==> src/rtl/multicycle_ctrl_if.sv <==
// Control/memory handshake bundle between the multi-cycle sequencer and the datapath.
// The sequencer connects through the master modport; the datapath/memory side through slave.
// MULTICYCLE_CTRL_PERF_EN adds the instret/cycles performance counters to the bundle.
interface multicycle_ctrl_if;
  logic [31:0] inst;
  logic        mem_ready;
  logic        branch_taken;
  logic        mem_req;
  logic        mem_we;
  logic        mem_sel_data;
  logic        ir_we;
  logic        pc_we;
  logic [1:0]  pc_src;
  logic        reg_write;
  logic [1:0]  wb_sel;
  logic        halted;
  logic [1:0]  trap_cause;
  logic [2:0]  state;
`ifdef MULTICYCLE_CTRL_PERF_EN
  logic [31:0] instret;
  logic [31:0] cycles;

  modport master (
    input  inst, mem_ready, branch_taken,
    output mem_req, mem_we, mem_sel_data, ir_we, pc_we, pc_src, reg_write, wb_sel,
    output halted, trap_cause, state, instret, cycles
  );
  modport slave (
    output inst, mem_ready, branch_taken,
    input  mem_req, mem_we, mem_sel_data, ir_we, pc_we, pc_src, reg_write, wb_sel,
    input  halted, trap_cause, state, instret, cycles
  );
`else
  modport master (
    input  inst, mem_ready, branch_taken,
    output mem_req, mem_we, mem_sel_data, ir_we, pc_we, pc_src, reg_write, wb_sel,
    output halted, trap_cause, state
  );
  modport slave (
    output inst, mem_ready, branch_taken,
    input  mem_req, mem_we, mem_sel_data, ir_we, pc_we, pc_src, reg_write, wb_sel,
    input  halted, trap_cause, state
  );
`endif
endinterface

==> src/rtl/multicycle_ctrl.sv <==
// Multi-cycle RV32I sequencer: FETCH -> DECODE -> EXEC -> [MEM] -> [WB], shared memory port
// with req/ready handshake and a wait-cycle watchdog that traps into HALT.
// Optional: define MULTICYCLE_CTRL_PERF_EN for the instret/cycles counters.
module multicycle_ctrl #(
  parameter int unsigned WAIT_LIMIT = 15
) (
  input logic               clk,
  input logic               rst,
  multicycle_ctrl_if.master bus
);

  localparam int unsigned WaitW = ($clog2(WAIT_LIMIT + 1) > 4) ? $clog2(WAIT_LIMIT + 1) : 4;
  localparam logic [WaitW-1:0] WaitLast = WaitW'(WAIT_LIMIT - 1);

  localparam logic [6:0] OpR     = 7'b0110011;
  localparam logic [6:0] OpI     = 7'b0010011;
  localparam logic [6:0] OpL     = 7'b0000011;
  localparam logic [6:0] OpS     = 7'b0100011;
  localparam logic [6:0] OpB     = 7'b1100011;
  localparam logic [6:0] OpJ     = 7'b1101111;
  localparam logic [6:0] OpJalr  = 7'b1100111;
  localparam logic [6:0] OpLui   = 7'b0110111;
  localparam logic [6:0] OpAuipc = 7'b0010111;
  localparam logic [6:0] OpSys   = 7'b1110011;

  typedef enum logic [2:0] {
    StRst    = 3'd0,
    StFetch  = 3'd1,
    StDecode = 3'd2,
    StExec   = 3'd3,
    StMem    = 3'd4,
    StWb     = 3'd5,
    StHalt   = 3'd6
  } state_e;

  state_e           state_q, state_d;
  logic [WaitW-1:0] wait_q, wait_d;
  logic [1:0]       trap_q, trap_d;

  logic [6:0] op;
  logic       is_legal;
  logic       pc_we;

  // Only the opcode field matters to the sequencer.
  logic unused_inst;
  assign unused_inst = ^bus.inst[31:7];
  assign op          = bus.inst[6:0];

  assign is_legal = (op == OpR) || (op == OpI) || (op == OpL) || (op == OpS) || (op == OpB) ||
                    (op == OpJ) || (op == OpJalr) || (op == OpLui) || (op == OpAuipc);

  // Next state, wait counter, trap latch and all decoded outputs.
  always_comb begin
    state_d           = state_q;
    wait_d            = wait_q;
    trap_d            = trap_q;
    bus.mem_req       = 1'b0;
    bus.mem_we        = 1'b0;
    bus.mem_sel_data  = 1'b0;
    bus.ir_we         = 1'b0;
    pc_we             = 1'b0;
    bus.pc_src        = 2'b00;
    bus.reg_write     = 1'b0;
    bus.wb_sel        = 2'b00;
    bus.halted        = 1'b0;
    bus.trap_cause    = 2'b00;
    unique case (state_q)
      StRst: state_d = StFetch;
      StFetch: begin
        bus.mem_req = 1'b1;
        if (bus.mem_ready) begin
          bus.ir_we = 1'b1;
          state_d   = StDecode;
        end else if (wait_q == WaitLast) begin
          state_d = StHalt;
          trap_d  = 2'b11;
        end else begin
          wait_d = wait_q + 1'b1;
        end
      end
      StDecode: begin
        if (op == OpSys) begin
          state_d = StHalt;
          trap_d  = 2'b10;
        end else if (is_legal) begin
          state_d = StExec;
        end else begin
          state_d = StHalt;
          trap_d  = 2'b01;
        end
      end
      StExec: begin
        if (op == OpB) begin
          pc_we      = 1'b1;
          bus.pc_src = bus.branch_taken ? 2'b01 : 2'b00;
          state_d    = StFetch;
        end else if ((op == OpL) || (op == OpS)) begin
          state_d = StMem;
        end else begin
          state_d = StWb;
        end
      end
      StMem: begin
        bus.mem_req      = 1'b1;
        bus.mem_sel_data = 1'b1;
        bus.mem_we       = (op == OpS);
        if (bus.mem_ready) begin
          if (op == OpS) begin
            pc_we   = 1'b1;
            state_d = StFetch;
          end else begin
            state_d = StWb;
          end
        end else if (wait_q == WaitLast) begin
          state_d = StHalt;
          trap_d  = 2'b11;
        end else begin
          wait_d = wait_q + 1'b1;
        end
      end
      StWb: begin
        bus.reg_write = 1'b1;
        pc_we         = 1'b1;
        state_d       = StFetch;
        if (op == OpL) begin
          bus.wb_sel = 2'b01;
        end else if ((op == OpJ) || (op == OpJalr)) begin
          bus.wb_sel = 2'b10;
        end else if (op == OpLui) begin
          bus.wb_sel = 2'b11;
        end
        if (op == OpJ) begin
          bus.pc_src = 2'b01;
        end else if (op == OpJalr) begin
          bus.pc_src = 2'b10;
        end
      end
      StHalt: begin
        bus.halted     = 1'b1;
        bus.trap_cause = trap_q;
      end
      default: state_d = StRst;
    endcase
    // Every state entry restarts the watchdog.
    if (state_d != state_q) begin
      wait_d = '0;
    end
  end

  assign bus.pc_we = pc_we;
  assign bus.state = state_q;

  // State, watchdog and trap-cause registers.
  always_ff @(posedge clk or negedge rst) begin
    if (!rst) begin
      state_q <= StRst;
      wait_q  <= '0;
      trap_q  <= 2'b00;
    end else begin
      state_q <= state_d;
      wait_q  <= wait_d;
      trap_q  <= trap_d;
    end
  end

`ifdef MULTICYCLE_CTRL_PERF_EN
  logic [31:0] cycles_q, cycles_d, instret_q, instret_d;

  // Performance counters: active cycles and retired instructions, both wrapping.
  always_comb begin
    cycles_d  = cycles_q;
    instret_d = instret_q;
    if ((state_q != StRst) && (state_q != StHalt)) begin
      cycles_d = cycles_q + 32'd1;
    end
    if (pc_we) begin
      instret_d = instret_q + 32'd1;
    end
  end

  // Performance counter registers.
  always_ff @(posedge clk or negedge rst) begin
    if (!rst) begin
      cycles_q  <= '0;
      instret_q <= '0;
    end else begin
      cycles_q  <= cycles_d;
      instret_q <= instret_d;
    end
  end

  assign bus.cycles  = cycles_q;
  assign bus.instret = instret_q;
`endif

endmodule

==> src/flat_wrapper.sv <==
// flat-port wrapper written by rule: the top's interface ports become plain ports
module multicycle_ctrl_flat 
#(
  parameter int unsigned WAIT_LIMIT = 15
)
  (clk, rst, bus_inst, bus_mem_ready, bus_branch_taken, bus_mem_req, bus_mem_we, bus_mem_sel_data, bus_ir_we, bus_pc_we, bus_pc_src, bus_reg_write, bus_wb_sel, bus_halted, bus_trap_cause, bus_state);
  multicycle_ctrl_if bus_i ();
  input logic clk;
  input logic rst;
  input wire logic [$bits(bus_i.inst)-1:0] bus_inst;
  input wire logic [$bits(bus_i.mem_ready)-1:0] bus_mem_ready;
  input wire logic [$bits(bus_i.branch_taken)-1:0] bus_branch_taken;
  output wire logic [$bits(bus_i.mem_req)-1:0] bus_mem_req;
  output wire logic [$bits(bus_i.mem_we)-1:0] bus_mem_we;
  output wire logic [$bits(bus_i.mem_sel_data)-1:0] bus_mem_sel_data;
  output wire logic [$bits(bus_i.ir_we)-1:0] bus_ir_we;
  output wire logic [$bits(bus_i.pc_we)-1:0] bus_pc_we;
  output wire logic [$bits(bus_i.pc_src)-1:0] bus_pc_src;
  output wire logic [$bits(bus_i.reg_write)-1:0] bus_reg_write;
  output wire logic [$bits(bus_i.wb_sel)-1:0] bus_wb_sel;
  output wire logic [$bits(bus_i.halted)-1:0] bus_halted;
  output wire logic [$bits(bus_i.trap_cause)-1:0] bus_trap_cause;
  output wire logic [$bits(bus_i.state)-1:0] bus_state;
  assign bus_i.inst = bus_inst;
  assign bus_i.mem_ready = bus_mem_ready;
  assign bus_i.branch_taken = bus_branch_taken;
  assign bus_mem_req = bus_i.mem_req;
  assign bus_mem_we = bus_i.mem_we;
  assign bus_mem_sel_data = bus_i.mem_sel_data;
  assign bus_ir_we = bus_i.ir_we;
  assign bus_pc_we = bus_i.pc_we;
  assign bus_pc_src = bus_i.pc_src;
  assign bus_reg_write = bus_i.reg_write;
  assign bus_wb_sel = bus_i.wb_sel;
  assign bus_halted = bus_i.halted;
  assign bus_trap_cause = bus_i.trap_cause;
  assign bus_state = bus_i.state;
  multicycle_ctrl #(.WAIT_LIMIT(WAIT_LIMIT)) u_core (.clk(clk), .rst(rst), .bus(bus_i));
endmodule
==> config.mk <==
export PLATFORM = sky130hd
export DESIGN_NAME = multicycle_ctrl_flat
export DESIGN_NICKNAME = d
export VERILOG_FILES = /design/src/rtl/multicycle_ctrl_if.sv /design/src/rtl/multicycle_ctrl.sv /design/src/flat_wrapper.sv
export SDC_FILE = /design/constraint.sdc
export NUM_CORES = 1
export LEC_CHECK = 0
export CAP_MARGIN = 25
export CORE_ASPECT_RATIO = 0.7
export CORE_MARGIN = 2
export CORE_UTILIZATION = 37
export DETAILED_ROUTE_END_ITERATION = 7
export GPL_TIMING_DRIVEN = 0
export HOLD_SLACK_MARGIN = 0.02
export PLACE_DENSITY = 0.92
export SYNTH_ARGS = -nofsm -noshare
export SYNTH_HDL_FRONTEND = slang
export SYNTH_SLANG_ARGS = --single-unit
==> constraint.sdc <==
create_clock -name clk -period 2.2 [get_ports clk]
set_input_delay 0.22 -clock clk [delete_from_list [all_inputs] [get_ports clk]]
set_output_delay 0.22 -clock clk [all_outputs]
set_load 0.05 [all_outputs]
Word-level counts from Yosys, hierarchy flattened:

Index checks and enable logic that the tools add are counted.

* add/sub/neg operators: 1
* eq/ne operators: 23
* reductions and logical operators: 17
* mux-type cells: 39

Operator list (count)
* $eq 7x7->1 const B: 4
* $mux 2: 12
* $eq 7x6->1 const B: 3
* $mux 3: 7
* $pmux 3 s6: 1
* $mux 4: 4
* $eq 7x5->1 const B: 2
* $mux 1: 12
* $logic_or 1x1->1: 10
* $eq 3x3->1 const B: 3
* $pmux 2 s2: 2
* $eq 7x2->1 const B: 1
* $eq 3x2->1 const B: 2
* $add 4x1->4 const B: 1
* $eq 4x4->1 const B: 1
* $ne 2x1->1 const B: 2
* $ne 2x2->1 const B: 2
* $reduce_and 4->1: 1
* $reduce_bool 2->1: 2
* $reduce_or 2->1: 2
* $eq 3x1->1 const B: 1
* $logic_not 3->1: 1
* $ne 3x3->1: 1
* $ne 3x3->1 const B: 1
* 2 further kinds: 2

* flip-flop bits (word level): 9
* input bits: 36
* output and inout port bits: 16
* logic and storage cells: 83

Logic depth before layout (Yosys ltp):

* depth after elaboration: 15
* depth in mapped cells: 6
* depth with buffers taken out: 6

Least setup slack after synthesis:

OpenSTA, ideal clock, no wires.

* kind: reg-to-output
* from: register u_core.state_q[0] (netlist: u_core.bus.state[0])
* to: output bus_wb_sel[1]
* buffers on the path: 2
* setup slack: -0.642 ns
* arrival time: 2.622 ns
* cell stages (with the launch flop): 6
* required time: 1.980 ns
* path through: dfrtp_1 > buf_2 > and3_1 > buf_2 > nand3_1 > nor3b_1

* cells in the longest elaborated chain, start to end: 2

Ends and longest elaborated chain
* start: declaration: line multicycle_ctrl.sv:36 `state_e state_q, state_d;`
* start signal: assignment: line multicycle_ctrl.sv:156 `state_q <= StRst;`
* start signal: assignment: line multicycle_ctrl.sv:160 `state_q <= state_d;`
* $eq 3x3->1: line multicycle_ctrl.sv:67 `unique case (state_q)`
* $mux 2: line multicycle_ctrl.sv:67
* end: declaration: line flat_wrapper.sv:20 `output wire logic [$bits(bus_i.wb_sel)-1:0] bus_wb_sel;`

No other way between the ends.

Final worst setup path:

* from: input bus_inst[6]
* to: output bus_pc_we

* cells in the longest elaborated chain, start to end: 4
* elaborated cells between the ends (all ways): 6
* those cells by class: eq/ne (2); mux (4)

Ends and longest elaborated chain
* start: declaration: line flat_wrapper.sv:10 `input wire logic [$bits(bus_i.inst)-1:0] bus_inst;`
* $eq 7x6->1: line multicycle_ctrl.sv:108 `if (op == OpS) begin`
* $mux 1: line multicycle_ctrl.sv:108
* $mux 1: line multicycle_ctrl.sv:107 `if (bus.mem_ready) begin`
* $pmux 1 s3 (*): line multicycle_ctrl.sv:67
* end: declaration: line flat_wrapper.sv:17 `output wire logic [$bits(bus_i.pc_we)-1:0] bus_pc_we;`

Every way passes the cells marked *; elsewhere a longest branch is shown, timed or not.

==> impl_metrics.json <==
{
  "start_util_pct": 39.37,
  "drv_slew": 0,
  "critPathTopFamily": "simple AND/OR/NAND/NOR gates",
  "post-route-util_pct": 55.11,
  "cts_made_buffers": 3,
  "crit_arrival_ps": 1890,
  "synthArstFlopShare_pct": 100.0,
  "drive_above_1_share_pct": 25.95,
  "port_buffers": 25,
  "nFillCells": 215,
  "grt_pass1_wl_mm": 3.967,
  "synth_nets": 139,
  "drc": 0,
  "fmax_ghz": 0.4732,
  "ios": 52,
  "rsz0062_at_grt": "false",
  "rows": 14,
  "drv_cap": 0,
  "clock-root-buffer": "clkbuf_4",
  "die_h_um": 44.06,
  "worst_pin_slew_ps": 528.7,
  "htreeDepth": 1,
  "r2r_setup_slack_ps": 550,
  "fin_cells": 163,
  "yosys.area.top_type": "dfrtp_1",
  "synthTopCellsByArea": "dfrtp_1 27%, nor2_1 4.4%, buf_2 3.5%, a21oi_1 2.9%, and3_1 2.9%",
  "place_congestion": 0.8860,
  "clock_latency_ps": 280,
  "grt_max_degree": 11,
  "synth_top_area_share_pct": 26.55,
  "synth_top_family_by_area": "simple AND/OR/NAND/NOR gates",
  "synth_cells": 101,
  "yosys.cell_count.top_type": "nor2_1",
  "grt.overflow.total": 0,
  "fin_crit_ps": 2113,
  "area_delta_synth_final_pct": 39.97,
  "die_x_um": 61.23,
  "synth_xor_area_share_pct": 2.950,
  "setup_viol": 0,
  "nets": 170,
  "synth_edf_count": 0,
  "worst-path-max-fanout": 6,
  "hold_path_class": "primary input to asynchronous set/reset pin",
  "core_region_area_um2": 2155,
  "critPathMaxStageDelay_ps": 500,
  "p_per_area_nw_per_um2": 1135,
  "synth-main-ff-cell": "dfrtp_1",
  "cts.sinks": 9,
  "synth.mux.area_fraction_pct": 2.360,
  "skew_ps": 7.592,
  "clockBufferDepth": 2,
  "drtIter0Drc": 55,
  "synth_compound_area_share_pct": 22.42,
  "clkSlewWorstSetupHoldPaths_ps": 70,
  "worst_setup_path_start_kind": "primary input",
  "dp_cells": 158,
  "cp_data_required_time_ps": 1980,
  "via_per_inst": 5.890,
  "irDropWorstVdd_v": 0.0004234,
  "final.period_utilization_pct": 96.06,
  "route.vias.total": 960,
  "critPathKind": "primary input to output pin",
  "dr.pass1.iters": 4,
  "status": "finished clean",
  "critical-path-slowest-cell": "clkdlybuf4s50_1",
  "grt_usage_pct": 20.84,
  "ys_types": 42,
  "num_antenna_cells": 0,
  "crit_chain": "clkdlybuf4s50_1 -> and4bb_2 -> nor3b_4 -> and3_4 -> a21o_4 -> clkbuf_4",
  "ys_seq_area_share_pct": 26.55,
  "cts_hold_buf": 0,
  "dp.final_hpwl_mm": 2.045,
  "synth-seq-cells": 9,
  "regArea_um2": 226.5,
  "finalHoldViolations": 0,
  "routedWlPerCell_um": 16.17,
  "ys_warn_count": 0,
  "ant_nets": 0,
  "synthSimpleGateAreaFrac_pct": 37.02,
  "grt_pass1_vias": 836,
  "netlist_top_cells_count": "10 x nor2_1, 9 x dfrtp_1, 6 x buf_2",
  "multiInputGateArea_um2": 606.8,
  "syn_avg_cell_area_um2": 8.399,
  "cts_tree": "yes",
  "antenna_found_initial": 0,
  "syn-cell-area_um2": 848.3,
  "synth_fa_ha_area_share_pct": 2.950,
  "crit_buf_inv": 2,
  "hold_ws_ps": 239.3,
  "p_leak_nw": 0.5234,
  "end_kind": "output pin",
  "routed_wl_mm": 2.635,
  "die_area_um2": 2698,
  "slew_headroom_pct": 64.89
}
==> power breakdown <==
part / internal (W) / leakage (nW) / switching (W)
clock network: 0.0000704 / 0.0150 / 0.0000680
logic: 0.000316 / 0.394 / 0.000617
registers: 0.000226 / 0.115 / 0.0000505
total: 0.000612 / 0.523 / 0.000736
==> flip-flops by register name, summed over array words and instances (netlist names) <==
| signal | count |
|---|---|
| u_core.wait_q | 4 |
| u_core.trap_q | 2 |
| u_core.bus.state | 3 |
==> cells in the final DEF, fill, tap and decap left out, types with 3 or more instances in the layout <==
master and count:
nand4_1 3, clkbuf_4 5, nand2b_1 4, clkdlybuf4s50_1 11, nand3_1 5, o21ai_0 4
and3_1 4, o22ai_1 4, dlygate4sd2_1 6, nand2_1 3, buf_2 7, nor2_1 9
a21oi_1 3, nor3_1 3, dfrtp_1 8
==> repair_timing <==
item,4_1_cts,5_1_grt
setup buffers,0,1
resized for setup,25,13
setup endpoints to repair,13,6
pin swaps,0,1
==> layout make-up <==
| type | count | share of cell area [%] |
|---|---|---|
| Timing Repair Buffer | 26 | 19.92 |
| Clock buffer | 4 | 2.213 |
| Inverter | 3 | 0.9484 |
| Tap cell | 32 | 3.372 |
| Multi-Input combinational cell | 82 | 51.11 |
| Buffer | 7 | 3.372 |
| Sequential cell | 9 | 19.07 |
==> routing by layer <==
| metal | part of all wire [%] | track usage (%) |
|---|---|---|
| met4 | 2.2 | 7.391 |
| met2 | 47 | 31.49 |
| met3 | 8.0 | 6.433 |
| met5 | 0 | 0 |
| met1 | 43 | 28.26 |
==> stage by stage <==
| step | worst slack (ps) | setup TNS, ps | cell area, µm² | total power (W) |
|---|---|---|---|---|
| after floorplan | -187.7 | -328.2 | 882.1 | 0.0009493 |
| after global placement | -462.9 | -1364 | 1172 | 0.001186 |
| after detailed placement | -510.2 | -1633 | 1172 | 0.001221 |
| after CTS | 19.17 | 0 | 1189 | 0.001331 |
| after global routing | 1.367 | 0 | 1187 | 0.001421 |
| final | 86.68 | 0 | 1187 | 0.001348 |
==> worst paths after layout <==
check,from,to,cells past startpoint
hold reg to reg,u_core.trap_q[1],u_core.trap_q[1],2
max in group asynchronous,rst,u_core.bus.state[2],1
min in group clk,bus_inst[4],u_core.bus.state[0],3
hold / removal,rst,u_core.wait_q[2],1
setup / recovery,bus_inst[6],bus_pc_we,6
setup reg to reg,u_core.wait_q[0],u_core.bus.state[0],6
==> kinds of logic (layout without fill, tap and decap cells) <==
kind of cell	Yosys count	after routing
AND/OR/NAND/NOR	50	50
multiplexers	2	2
buffers and inverters	10	40
adder cells (fa/ha/maj)	2	2
AO/OA/AOI/OAI	26	26
XOR/XNOR	2	2
flip-flops	9	9
(Power assumes the default switching activity.)
